[src/rtl/decode_out_pack.sv]
// Packs the decoded byte stream into 64-bit little-endian words for the output FIFO and flushes a tagged last word on end-of-stream.
// Latency: a word is offered to the FIFO 1 cycle after its 8th byte; pack_done follows the last write by 1 cycle.
// Backpressure: fo_full stalls the hold register; pack_full stops decode_ctl once acc is also full or the stream is ending.
module decode_out_pack #(
    parameter int OUT_WIDTH  = 8,
    parameter int WORD_WIDTH = 64,
    parameter int CNT_WIDTH  = 32
) (
    input  logic                  clk,
    input  logic                  rst,
    input  logic [OUT_WIDTH-1:0]  out_data,
    input  logic                  out_valid,
    input  logic                  all_end,
    output logic                  pack_full,
    input  logic                  fo_full,
    output logic                  fo_wr,
    output logic [WORD_WIDTH-1:0] fo_data,
    output logic [3:0]            fo_bytes,
    output logic                  fo_last,
    output logic                  pack_done,
    output logic [CNT_WIDTH-1:0]  byte_cnt,
    output logic                  ovf
);

    localparam int         LANES     = WORD_WIDTH / OUT_WIDTH;
    localparam logic [3:0] LAST_LANE = 4'(LANES - 1);
    localparam logic [3:0] FULL_WORD = 4'(LANES);

    // RUN: accepting bytes; FLUSH: waiting to load the last word;
    // DRAIN: waiting for the last word to be written; DONE: idle until reset.
    typedef enum logic [1:0] {
        RUN   = 2'd0,
        FLUSH = 2'd1,
        DRAIN = 2'd2,
        DONE  = 2'd3
    } state_t;

    state_t                 state_q, state_d;
    logic [WORD_WIDTH-1:0]  acc_q, acc_d;
    logic [3:0]             cnt_q, cnt_d;
    logic [WORD_WIDTH-1:0]  wd_q, wd_d;
    logic [3:0]             wd_bytes_q, wd_bytes_d;
    logic                   wd_last_q, wd_last_d;
    logic                   wd_vld_q, wd_vld_d;
    logic                   done_q, done_d;
    logic [CNT_WIDTH-1:0]   byte_cnt_q, byte_cnt_d;
    logic                   ovf_q, ovf_d;

    logic                   accept;
    logic                   word_done;
    logic                   hold_free;
    logic [WORD_WIDTH-1:0]  acc_merged;

    // The hold register is presented directly; a write only drops wd_vld,
    // so fo_data keeps the last word until a new one loads.
    assign fo_wr     = wd_vld_q & ~fo_full;
    assign fo_data   = wd_q;
    assign fo_bytes  = wd_bytes_q;
    assign fo_last   = wd_last_q;
    assign pack_done = done_q;
    assign byte_cnt  = byte_cnt_q;
    assign ovf       = ovf_q;

    // Only stop the source when the next byte would complete a word with
    // nowhere to put it, or once the stream has ended.
    assign pack_full = (wd_vld_q & ~fo_wr & (cnt_q == LAST_LANE)) | (state_q != RUN);

    assign accept    = out_valid & ~pack_full & (state_q == RUN);
    assign word_done = accept & (cnt_q == LAST_LANE);
    assign hold_free = ~wd_vld_q | fo_wr;

    // Accumulator with the incoming byte dropped into the lane at cnt.
    always_comb begin
        acc_merged = acc_q;
        for (int i = 0; i < LANES; i++) begin
            if (cnt_q == 4'(i)) begin
                acc_merged[i*OUT_WIDTH +: OUT_WIDTH] = out_data;
            end
        end
    end

    // Next-state logic: byte accept, word hand-off to the hold register, and the end-of-stream sequence.
    always_comb begin
        state_d    = state_q;
        acc_d      = acc_q;
        cnt_d      = cnt_q;
        wd_d       = wd_q;
        wd_bytes_d = wd_bytes_q;
        wd_last_d  = wd_last_q;
        wd_vld_d   = wd_vld_q & ~fo_wr;
        done_d     = done_q;
        byte_cnt_d = byte_cnt_q;
        ovf_d      = ovf_q;

        // A byte offered while stalled or after the stream ended is a
        // protocol violation; it is dropped and flagged.
        if (out_valid && !accept) begin
            ovf_d = 1'b1;
        end

        if (accept) begin
            byte_cnt_d = byte_cnt_q + CNT_WIDTH'(1);
            if (word_done) begin
                // pack_full guarantees the hold register is free or being written now.
                wd_d       = acc_merged;
                wd_bytes_d = FULL_WORD;
                wd_last_d  = 1'b0;
                wd_vld_d   = 1'b1;
                acc_d      = '0;
                cnt_d      = '0;
            end else begin
                acc_d = acc_merged;
                cnt_d = cnt_q + 4'd1;
            end
        end

        case (state_q)
            RUN: begin
                // Any byte in the all_end cycle was already taken above.
                if (all_end) begin
                    state_d = FLUSH;
                end
            end
            FLUSH: begin
                // Always emit exactly one last word; an empty stream or an
                // exact multiple of 8 bytes produces a zero-byte marker.
                if (hold_free) begin
                    wd_d       = (cnt_q != 4'd0) ? acc_q : '0;
                    wd_bytes_d = cnt_q;
                    wd_last_d  = 1'b1;
                    wd_vld_d   = 1'b1;
                    acc_d      = '0;
                    cnt_d      = '0;
                    state_d    = DRAIN;
                end
            end
            DRAIN: begin
                // The hold register holds only the last word here.
                if (fo_wr) begin
                    done_d  = 1'b1;
                    state_d = DONE;
                end
            end
            default: begin
                state_d = DONE;
            end
        endcase
    end

    // State and datapath registers with synchronous active-low reset.
    always_ff @(posedge clk) begin
        if (!rst) begin
            state_q    <= RUN;
            acc_q      <= '0;
            cnt_q      <= '0;
            wd_q       <= '0;
            wd_bytes_q <= '0;
            wd_last_q  <= 1'b0;
            wd_vld_q   <= 1'b0;
            done_q     <= 1'b0;
            byte_cnt_q <= '0;
            ovf_q      <= 1'b0;
        end else begin
            state_q    <= state_d;
            acc_q      <= acc_d;
            cnt_q      <= cnt_d;
            wd_q       <= wd_d;
            wd_bytes_q <= wd_bytes_d;
            wd_last_q  <= wd_last_d;
            wd_vld_q   <= wd_vld_d;
            done_q     <= done_d;
            byte_cnt_q <= byte_cnt_d;
            ovf_q      <= ovf_d;
        end
    end

endmodule

[config.mk]
export PLATFORM = sky130hd
export DESIGN_NAME = decode_out_pack
export DESIGN_NICKNAME = d
export VERILOG_FILES = /design/src/rtl/decode_out_pack.sv
export SDC_FILE = /design/constraint.sdc
export NUM_CORES = 1
export LEC_CHECK = 0
export ABC_CLOCK_PERIOD_IN_PS = 2400
export BUFFER_PORTS_ARGS = -buffer_cell sky130_fd_sc_hd__buf_4
export CAP_MARGIN = 0
export CORE_MARGIN = 5
export CORE_UTILIZATION = 35
export CTS_CLUSTER_DIAMETER = 100
export CTS_CLUSTER_SIZE = 8
export DETAILED_ROUTE_END_ITERATION = 8
export PLACE_DENSITY = 0.53
export SYNTH_ARGS = -nofsm -noshare
export SYNTH_HDL_FRONTEND = slang
export SYNTH_SLANG_ARGS = --single-unit
[constraint.sdc]
create_clock -name clk -period 2.4 [get_ports clk]
set_input_delay 0.48 -clock clk [delete_from_list [all_inputs] [get_ports clk]]
set_output_delay 0.48 -clock clk [all_outputs]
set_load 0.05 [all_outputs]
==> results.yml <==
outcome:
  outcome: "finished, final reports clean"
worst_setup_path:
  cp.arrival_ns: 1.76
  path_cells: "ha_2, nand3b_1, o211ai_1, buf_4"
  crit_fanout: 6
  worstPathRequired_ns: 1.92
  max_stage_delay_ns: 0.40
  critPathLaunchType: "register"
  slowest_stage: "dfxtp_2"
  end_kind: "primary output"
  crit_type: "reg -> out"
die:
  die_w_um: 159.2
  die_h_um: 159.2
  io_pins: 118
  die-area_mm2: 0.02536
  start_util: 0.3561
  rows: 54
  core_mm2: 0.02189
synthesis:
  synth_top_area_frac: 0.4469
  ys_seq_elements: 174
  synth_area_leaders: "dfxtp_1 45%, mux2i_1 8.1%, mux2_2 6.4%, a21oi_1 6.0%, o2bb2ai_1 5.8%"
  yosysUniqueCellTypes: 54
  synth_enable_flop_cells: 0
  synth-warning-count: 0
  yosysMostFrequentCell: "dfxtp_1"
  synth_nets: 855
  async_reset_ff_frac: 0
  synth-seq-area-share: 0.4469
  syn_area_mm2: 0.007795
  syn-instance-count: 837
  ys.flop_type: "dfxtp_1"
  syn_area_per_cell_um2: 9.313
  synth_area_leader_cell: "dfxtp_1"
  ys_top_cells_by_count: "174 x dfxtp_1, 94 x a21oi_1, 90 x nand2_1, 78 x nand3_1, 63 x mux2i_1"
clock_tree:
  cts_tree: "built"
  cts_hold_buffers: 0
  numCtsBuffers: 17
  cts_setup_buffers: 1
  clk_latency_ns: 0.44
  clk_path_buf_depth: 2
  clock-sinks: 174
  cts_resized: 0
  root_buffer: "clkbuf_16"
  cts.htree.levels: 4
  clkSlewWorstSetupHoldPaths_ns: 0.07
route:
  firstDrtPassIters: 4
  ant_nets: 0
  wl_per_cell_um: 17.95
  drc_errors: 0
  finalWirelength_um: 22030
  drtIter0Drc: 339
  routed_via_density: 5.396
  vias: 6621
global_routing:
  grt_overflow_total: 0
  grt_pass1_vias: 6450
  antenna_found_initial: 0
  grt_max_degree: 60
  grt_pass1_wl_um: 35860
  grt_use_total: 0.1719
pwr:
  p_total_mw: 6.549
  power_density_mw_per_mm2: 675.7
  p_leak_nw: 3.513
  peakVddDrop_mv: 0.4337
placed_design:
  io_buffer_count: 117
  dp_hpwl_um: 13870
  routabilityCongestion: 0.7472
sta:
  max_clock_freq_mhz: 445.9
  hold_violations: 0
  tns_ns: 0
  period_share: 0.9343
  drv_slew: 0
  rsz0062_at_grt: "false"
  setup_viol: 0
  skew_ns: 0.01635
  tightest_slew_ns: 0.5784
  final.min_clock_period_ns: 2.242
  relSlewSlack: 0.6140
flow_run:
  drv_cap: 0
finish:
  syn2layout_area_growth_pct: 24.33
  fin_util: 0.4427
  final_net_count: 952
  drive_gt1_frac: 0.2598
  diodes: 0
hold_path:
  min_path_type: "in -> reg"
cell families (layout without fill, tap and decap cells):
| group | after synthesis | in the layout | synth area share |
|---|---|---|---|
| flops | 174 | 174 | 0.4469 |
| buf+inv | 79 | 189 | 0.04526 |
| simple gates | 264 | 264 | 0.1798 |
| mux | 107 | 107 | 0.1445 |
| xor+xnor | 5 | 5 | 0.005619 |
| compound gates | 203 | 203 | 0.1700 |
| fa+ha+maj | 5 | 5 | 0.008026 |
critical path: cells and delay by family (launching register included):
kind / cells / cell delay [ns]
DFF: 1 / 0.40
AOI/OAI and AO/OA: 1 / 0.30
buffers and inverters: 1 / 0.25
adders and majority gates: 1 / 0.23
and+or+nand+nor: 1 / 0.15
routing by layer:
layer  global-route usage  vias to the layer above  wire [um]
met5                    0                        -          0
met4              0.03839                        0        221
met3              0.04012                       15       1080
met2               0.2625                      178       9935
met1               0.2475                     3164      10790
li1                     -                     3264          -
area by class of cell:
class,instances,area (um2)
Sequential cell,174,3486
Timing Repair Buffer,149,1219
Clock buffer,17,425.4
Tap cell,280,350.3
Fill cell,2155,12200
Multi-Input combinational cell,584,3989
Inverter,8,30.03
Clock inverter,15,192.7
cell usage in the layout, fill, tap and decap left out, types with 6 or more instances in the layout:
| master | count |
|---|---|
| dfxtp_1 | 172 |
| and3_1 | 8 |
| nand2_1 | 89 |
| and4_1 | 6 |
| o21ai_0 | 18 |
| o2bb2ai_1 | 52 |
| nor2_1 | 9 |
| a31oi_1 | 6 |
| nor4_1 | 10 |
| buf_4 | 141 |
| nand2b_1 | 17 |
| mux2_2 | 44 |
| mux2i_1 | 63 |
| nand3_1 | 78 |
| buf_12 | 8 |
| clkbuf_16 | 17 |
| o31ai_1 | 9 |
| a21oi_1 | 94 |
| inv_1 | 7 |
| or4_1 | 9 |
| o211ai_1 | 7 |
per-stage QoR:
step / hold slack, ns / instance area [um2] / std cells / setup WS [ns]
CTS: 0.2862 / 9692 / 1227 / 0.1347
global route: 0.3124 / 9692 / 1227 / 0.06683
floorplan: 0.4243 / 7810 / 837 / 0.02336
finish: 0.3013 / 9692 / 1227 / 0.1576
detailed placement: 0.4390 / 9066 / 1194 / 0.2661
global placement: 0.4357 / 9066 / 1194 / 0.2778
flip-flops by register name (all words and copies together), names as in the netlist:
| register | flops |
|---|---|
| fo_data | 64 |
| fo_last | 1 |
| state_q | 2 |
| cnt_q | 4 |
| byte_cnt | 32 |
| fo_bytes | 4 |
| wd_vld_q | 1 |
| ovf | 1 |
| acc_q | 64 |
| pack_done | 1 |
report_power, final:
group          leakage (nW)  internal, mW  switching (mW)  total (mW)
Sequential             1.40          2.93          0.0449        2.98
Combinational          1.81         0.218           0.472       0.690
Clock                 0.302          1.51            1.37        2.88
Total                  3.51          4.66            1.89        6.55
final timing paths:
path | start | end | slack (ns) | cells after the start
worst max register to register | cnt_q[0]$_SDFF_PN0_ | fo_data[29]$_SDFF_PN0_ | 0.27 | 7
worst min-delay path | out_valid | ovf$_SDFFE_PN0P_ | 0.30 | 3
worst min register to register | acc_q[60]$_SDFF_PN0_ | fo_data[60]$_SDFF_PN0_ | 0.45 | 1
worst max-delay path | cnt_q[0]$_SDFF_PN0_ | pack_full | 0.16 | 4
Note: power is estimated with default switching activity, not from simulation.
